### src/rtl/hyperram_arbiter.sv
// hyperram_arbiter: two-port (CPU/DMA) front end for the hyperram controller.
// Build option: define HYPERRAM_ARB_FIXED_PRIORITY_EN to make port 0 always win ties.
module hyperram_arbiter #(
    parameter int unsigned WAIT_LATENCY = 6,
    parameter int unsigned DONE_LATENCY = 40,
    parameter int unsigned GUARD_CYCLES = 2,
    parameter bit          TIMED_READ   = 1'b0
) (
    input  logic        clk,
    input  logic        rst,
    input  logic        req0_valid,
    input  logic        req0_write,
    input  logic [31:0] req0_address,
    input  logic [31:0] req0_wdata,
    input  logic [3:0]  req0_wmask,
    output logic        req0_ack,
    output logic [31:0] req0_rdata,
    input  logic        req1_valid,
    input  logic        req1_write,
    input  logic [31:0] req1_address,
    input  logic [31:0] req1_wdata,
    input  logic [3:0]  req1_wmask,
    output logic        req1_ack,
    output logic [31:0] req1_rdata,
    output logic        hr_transaction_begin,
    output logic        hr_write_enable,
    output logic [31:0] hr_address,
    output logic [31:0] hr_write_data,
    output logic [3:0]  hr_write_mask,
    output logic [5:0]  hr_wait_latency,
    output logic [5:0]  hr_done_latency,
    output logic        hr_timed_read,
    input  logic [31:0] hr_read_data,
    output logic        busy
);

    typedef enum logic [1:0] {IDLE, ISSUE, BUSY, DONE} state_e;

    // BUSY runs from this value down to 0, i.e. DONE_LATENCY + GUARD_CYCLES cycles
    localparam logic [7:0] LOAD = 8'(DONE_LATENCY + GUARD_CYCLES - 1);

    state_e      state_q, state_d;
    logic [7:0]  cnt_q, cnt_d;
    logic        last_q, last_d;
    logic        gnt_q, gnt_d;
    logic        we_q, we_d;
    logic [31:0] addr_q, addr_d;
    logic [31:0] wdata_q, wdata_d;
    logic [3:0]  wmask_q, wmask_d;
    logic [31:0] rdata0_q, rdata0_d;
    logic [31:0] rdata1_q, rdata1_d;
    logic        pick1;

`ifdef HYPERRAM_ARB_FIXED_PRIORITY_EN
    assign pick1 = req1_valid & ~req0_valid;
`else
    assign pick1 = req1_valid & (~req0_valid | ~last_q);
`endif

    // State and command registers, synchronous reset
    always_ff @(posedge clk) begin
        if (rst) begin
            state_q  <= IDLE;
            cnt_q    <= '0;
            last_q   <= 1'b1;
            gnt_q    <= 1'b0;
            we_q     <= 1'b0;
            addr_q   <= '0;
            wdata_q  <= '0;
            wmask_q  <= '0;
            rdata0_q <= '0;
            rdata1_q <= '0;
        end else begin
            state_q  <= state_d;
            cnt_q    <= cnt_d;
            last_q   <= last_d;
            gnt_q    <= gnt_d;
            we_q     <= we_d;
            addr_q   <= addr_d;
            wdata_q  <= wdata_d;
            wmask_q  <= wmask_d;
            rdata0_q <= rdata0_d;
            rdata1_q <= rdata1_d;
        end
    end

    // Next-state: grant in IDLE, time the controller, capture read data
    always_comb begin
        state_d  = state_q;
        cnt_d    = cnt_q;
        last_d   = last_q;
        gnt_d    = gnt_q;
        we_d     = we_q;
        addr_d   = addr_q;
        wdata_d  = wdata_q;
        wmask_d  = wmask_q;
        rdata0_d = rdata0_q;
        rdata1_d = rdata1_q;
        unique case (state_q)
            IDLE: begin
                if (req0_valid || req1_valid) begin
                    gnt_d   = pick1;
                    last_d  = pick1;
                    we_d    = pick1 ? req1_write   : req0_write;
                    addr_d  = pick1 ? req1_address : req0_address;
                    wdata_d = pick1 ? req1_wdata   : req0_wdata;
                    wmask_d = pick1 ? req1_wmask   : req0_wmask;
                    state_d = ISSUE;
                end
            end
            ISSUE: begin
                cnt_d   = LOAD;
                state_d = BUSY;
            end
            BUSY: begin
                if (cnt_q == 8'd0) begin
                    // Capture on entry to DONE so rdata is valid alongside the ack
                    if (!we_q) begin
                        if (gnt_q) rdata1_d = hr_read_data;
                        else       rdata0_d = hr_read_data;
                    end
                    state_d = DONE;
                end else begin
                    cnt_d = cnt_q - 8'd1;
                end
            end
            DONE: begin
                state_d = IDLE;
            end
            default: state_d = IDLE;
        endcase
    end

    assign hr_transaction_begin = (state_q == ISSUE);
    assign req0_ack             = (state_q == DONE) & ~gnt_q;
    assign req1_ack             = (state_q == DONE) &  gnt_q;
    assign busy                 = (state_q != IDLE);
    assign req0_rdata           = rdata0_q;
    assign req1_rdata           = rdata1_q;
    assign hr_write_enable      = we_q;
    assign hr_address           = addr_q;
    assign hr_write_data        = wdata_q;
    assign hr_write_mask        = wmask_q;
    assign hr_wait_latency      = 6'(WAIT_LATENCY);
    assign hr_done_latency      = 6'(DONE_LATENCY);
    assign hr_timed_read        = TIMED_READ;

endmodule

### config.mk
export PLATFORM = sky130hd
export DESIGN_NAME = hyperram_arbiter
export DESIGN_NICKNAME = d
export VERILOG_FILES = /design/src/rtl/hyperram_arbiter.sv
export SDC_FILE = /design/constraint.sdc
export NUM_CORES = 1
export LEC_CHECK = 0
export CORE_AREA = 10 10 143 145
export CTS_CLUSTER_SIZE = 30
export DETAILED_ROUTE_END_ITERATION = 10
export DIE_AREA = 0 0 153 155
export PLACE_DENSITY = 0.86
export SYNTH_ARGS = -nofsm -noshare
export SYNTH_HDL_FRONTEND = slang
export SYNTH_SLANG_ARGS = --single-unit
### constraint.sdc
create_clock -name clk -period 2.2 [get_ports clk]
set_clock_uncertainty 0.1 [all_clocks]
set_input_delay 0.44 -clock clk [delete_from_list [all_inputs] [get_ports clk]]
set_output_delay 0.44 -clock clk [all_outputs]
set_load 0.02 [all_outputs]
# --- Word-level counts from Yosys, hierarchy flattened ---
# Index checks and enable logic that the tools add are counted.
word_totals:
  ramBits: 0
  reg_bits: 145
  n_memories: 0
  latch_bits: 0
  rom_bits: 0
  inputBits: 174
  wordCells: 44
  output_inout_bits: 150
classes:
  div: 0
  n_addsub: 1
  n_shift: 0
  mul: 0
  bitwise: 8
  reduce_logical: 10
  eq_ne: 6
  mux: 9
  n_lt_le_gt_ge: 0
ops:
  columns: ["operator", "n"]
  rows:
  - ["32-bit 2-to-1 mux", 2]
  - ["8-bit one-hot mux with 2 select lines", 1]
  - ["8-bit logical NOT", 1]
  - ["8-bit 2-to-1 mux", 1]
  - ["2-bit one-hot mux with 4 select lines", 1]
  - ["4-bit AND reduction", 2]
  - ["8-bit by 1-bit subtractor with 8-bit output (second input constant)", 1]
  - ["2-bit != test (second input constant)", 3]
  - ["2-bit AND reduction", 3]
  - ["2-bit == test (second input constant)", 2]
  - ["2-bit 2-to-1 mux", 2]
  - ["4-bit 2-to-1 mux", 1]
  - ["1-bit NOT", 4]
  - ["2-bit nonzero test", 2]
  - ["1-bit AND", 3]
  - ["2-bit by 1-bit == test with 1-bit output (second input constant)", 1]
  - ["2-bit logical NOT", 1]
  - ["1-bit logical OR", 1]
  - ["1-bit 2-to-1 mux", 1]
  - ["1-bit bitwise OR", 1]

# --- Depth between registers and ports, before layout ---
logic_depth:
  ltp_word: 4
  mapped_depth: 7
  depth_no_buf: 5

# --- Least setup slack after synthesis ---
# No wires, ideal clock.
synth_timing:
  kind: "register -> register"
  startpoint: "register cnt_q[0]"
  endpoint: "register rdata0_q[10], in the netlist req0_rdata[10]"
  period_less_slack_ps: 2091
  path_buffers: 1
  path_slack_ps: 109
  setup_time_ps: 72
  path_stages_with_launch: 7
  arrival_ps: 1919
  t_required_ps: 2028
  cell_sequence: "dfxtp_1 > inv_1 > ha_1 > nor4bb_1 > nor4b_4 > buf_6 > mux2i_1"
synth_via:
  elab_chain_cells: 2
synth_rtl:
  columns: ["item", "line_no", "source"]
  rows:
  - ["from (decl)", "43", "logic [7:0] cnt_q, cnt_d;"]
  - ["from (signal assigned)", "75", "cnt_q <= cnt_d;"]
  - ["8-bit logical NOT", "116", "if (cnt_q == 8'd0) begin"]
  - ["4-bit AND reduction (no source line)", null, null]
  - ["to (signal assigned)", "82", "rdata0_q <= rdata0_d;"]
  - ["to (decl)", "50", "logic [31:0] rdata0_q, rdata0_d;"]
# Every way passes these cells.
# A chain may end at the register's enable or synchronous reset.

# --- Worst setup path in the final report ---
layout_timing:
  startpoint: "register state_q[1]"
  endpoint: "output req0_ack"
layout_via:
  elab_chain_cells: 2
layout_rtl:
  columns: ["item", "line_no", "source"]
  rows:
  - ["from (decl)", "42", "state_e state_q, state_d;"]
  - ["from (signal assigned)", "74", "state_q <= state_d;"]
  - ["2-bit == test", "135", "assign req0_ack = (state_q == DONE) & ~gnt_q;"]
  - ["1-bit AND", "135", null]
  - ["to (decl)", "16", "output logic req0_ack,"]
# Every way passes these cells.

==> metrics.csv <==
stage;metric;value;unit
sta;setup_viol;0;
sta;drv_slew;0;
clock_tree;clkTransAtPathRegs;0.06;ns
synthesis;yosys_register_bits;145;
routing;routedWlPerCell;18.4;um
layout;drive_gt1_share;7.39;%
placement;gp_congestion;0.871;
sta;fin_crit;2.07;ns
floorplanning;pin_count;324;
placement;dp_hpwl;17400;um
floorplanning;core-area;0.0177;sq mm
synthesis;synth_common_cells;dfxtp_1 (145), mux2i_1 (133), nand2_1 (101);
worst_setup_path;required;1.66;ns
floorplanning;die_h;155;um
pwr;leakage;4.07;nW
synthesis;async_flop_share;0;%
worst_setup_path;worstSetupPathType;flip-flop to output port;
pwr;powerDensity;1080;mW/mm^2
synthesis;synth_cell_types;46;
synthesis;syn_area;0.00619;sq mm
global_routing;grt_use_total;17.6;%
placement;io_buffers;310;
synthesis;ys_warn_count;0;
clock_tree;ctsLongestPathBuffers;2;
layout;fin_nets;1141;
floorplanning;num_rows;49;
synthesis;synth_top_area_share;46.9;%
clock_tree;cts_htree_levels;4;
sta;slew_headroom;56.1;%
pwr;p_sw_share;34.8;%
routing;vias_per_cell;4.88;
routing;postRouteAntennaNets;0;
worst_setup_path;crit_arrival;1.53;ns
worst_setup_path;cp_max_fo;5;
sta;timing.setup.tns;0;ns
worst_setup_path;crit_start;state_q[1]$_SDFFE_PP0P_;
clock_tree;worstSkewPairLatency;0.41;ns
placement;placed_cell_area;0.00963;sq mm
clock_tree;tritoncts;built;
global_routing;grt_max_degree;60;
worst_setup_path;cp-start-kind;flip-flop;
worst_setup_path;critPathCaptureType;output port;
pwr;p_seq_share;32.7;%
global_routing;grt-ovfl-total;0;
min_path;hold_path.class;flip-flop to flip-flop;
pwr;p_int;0.00723;W
routing;drcViolationCount;0;
sta;fmax;0.482;GHz
floorplanning;initial_core_util;35.1;%
synthesis;ys_top_cells_by_area;dfxtp_1 (47%), mux2i_1 (22%), nand2_1 (6.1%);
sta;worst_pin_slew;0.657;ns
pwr;p_comb_share;39.5;%
pwr;p_clk_share;27.8;%
clock_tree;cts_buffers;17;
layout;nFillCells;1495;
sta;rsz0062_at_grt;no;
synthesis;yosysSeqAreaShare;46.9;%
min_path;min_from;req0_rdata[29]$_SDFFE_PP0P_;
worst_setup_path;cpPeakStageDelay;0.41;ns
status;status;complete, no violations;
sta;hold_slack;0.358;ns
synthesis;synth_top_flop_cell;dfxtp_1;
worst_setup_path;cp_cell_sequence;ha_1 > nor2b_1 > dlygate4sd2_1;
synthesis;yosysMostFrequentCell;dfxtp_1;
flow_run;cap_viol_max_count;0;
worst_setup_path;worst_path_max_delay_cell;dfxtp_1;
global_routing;antenna_found_initial;4;
pwr;ir_drop;0.745;mV
global_routing;grt_pass1_wl;33800;um
routing;drtIter0Drc;172;
pwr;p_total;0.0111;W
routing;finalWirelength;22300;um
layout;design_area;0.0103;sq mm
clock_tree;cts_sinks;145;
routing;first_pass_iters;4;
sta;min_period_over_period;94.2;%
synthesis;synth-edff-count;0;
synthesis;syn_inst;656;
routing;vias;5895;
synthesis;synth.largest_area_cell;dfxtp_1;
floorplanning;die_x;153;um
synthesis;syn_avg_cell_area;9.44;sq um
floorplanning;dieArea;0.0237;sq mm
worst_setup_path;reg2reg_from;cnt_q[0]$_SDFFE_PP0P_;
layout;area_delta_synth_final;65.9;%
sta;hold_viol;0;
clock_tree;root_buffer;clkbuf_16;
global_routing;grt_pass1_vias;6030;
pwr;p_switching;0.00386;W
-- area by class of cell --
cell class / instances / area [sq um] / area share (%)
antenna: 4 / 10.0 / 0.0974
multi-input combinational: 449 / 2980 / 29.0
timing repair buffer: 340 / 3440 / 33.4
sequential: 145 / 2900 / 28.3
tap: 229 / 287 / 2.79
clock buffer: 20 / 447 / 4.35
inverter: 8 / 32.5 / 0.317
clock inverter: 12 / 181 / 1.77
-- power by group through the flow --
stage / Sequential (W) / Clock, W / Combinational, W
after floorplan: 0.00424 / 0 / 0.00176
after global placement: 0.00364 / 0 / 0.00434
after detailed placement: 0.00366 / 0 / 0.00440
after CTS: 0.00362 / 0.00315 / 0.00441
after global routing: 0.00370 / 0.00326 / 0.00473
final: 0.00362 / 0.00308 / 0.00439
-- kinds of logic (layout without fill, tap and decap cells) --
| kind of cell | Yosys count | after routing | share of synthesized area (%) |
|---|---|---|---|
| simple gates | 131 | 131 | 9.70 |
| flops | 145 | 145 | 46.9 |
| mux | 134 | 134 | 21.7 |
| buf+inv | 73 | 380 | 6.00 |
| compound gates | 165 | 165 | 14.4 |
| other cells | 2 | 17 | 0.121 |
| fa+ha+maj | 6 | 6 | 1.21 |
-- metal layers --
layer	global-route usage, %	vias up	wire, um
li1	-	2902	-
met1	18.6	2714	8760
met2	28.8	260	10600
met3	9.95	19	2660
met4	6.72	0	274
met5	0	-	0
-- worst max-delay path, delay by kind of cell (launching register included) --
kind	cells	cell delay (ns)
buffers and inverters	1	0.38
flip-flops	1	0.41
adder cells (fa/ha/maj)	1	0.21
AND/OR/NAND/NOR	1	0.12
-- layout by cell type, fill, tap and decap left out, drive strengths merged, types with 2 or more instances in the layout --
master         netlist  final
inv                  8     10
bufinv               0      4
ha                   6      6
or3b                 2      2
o2111ai              2      2
clkinv               0      2
a211o                2      2
clkinvlp             0      4
o21ai               73     73
a21oi               73     73
nor3b                3      3
o221ai               2      2
dfxtp              145    145
conb                 2     13
nor2                 5      5
nand3                2      2
nor2b                3      3
mux2i              133    133
dlygate4sd2          0      4
nand2              101    101
buf                 30     30
nand4                3      3
clkdlybuf4s50        0    306
or4                  4      4
clkbuf              35     20
diode                0      4
o31ai                2      2
a2111oi              2      2
-- path summary, 6_finish.rpt --
path	to	slack (ns)	cells after the start
setup / recovery	req0_ack	0.13	3
hold / removal	req0_rdata[29]$_SDFFE_PP0P_	0.36	2
setup reg to reg	req0_rdata[5]$_SDFFE_PP0P_	0.14	6
hold reg to reg	req0_rdata[29]$_SDFFE_PP0P_	0.36	2
-- state kept, by name, summed over array words and instances, names as in the netlist --
signal and count:
cnt_q 8, state_q 2, hr_write_enable 1, gnt_q 1, hr_address 32, hr_write_mask 4, req1_rdata 32, hr_write_data 32
req0_rdata 32, last_q 1
-- through the flow --
stage,util [%],worst slack (ns),std cells
detailed placement,54.5,0.0609,1170
finish,58.2,0.127,1207
global route,58.2,0.0110,1207
floorplan,-,0.109,667
CTS,58.1,0.0670,1202
global placement,54.5,0.133,1170
-- what timing repair did --
| action | CTS | global route |
|---|---|---|
| endpoints found under the setup margin | 4 | 11 |
| gates resized for setup | 4 | 0 |
| hold buffers | 0 | 0 |
| buffers inserted | 0 | 1 |
Note: power is estimated with default switching activity, not from simulation.
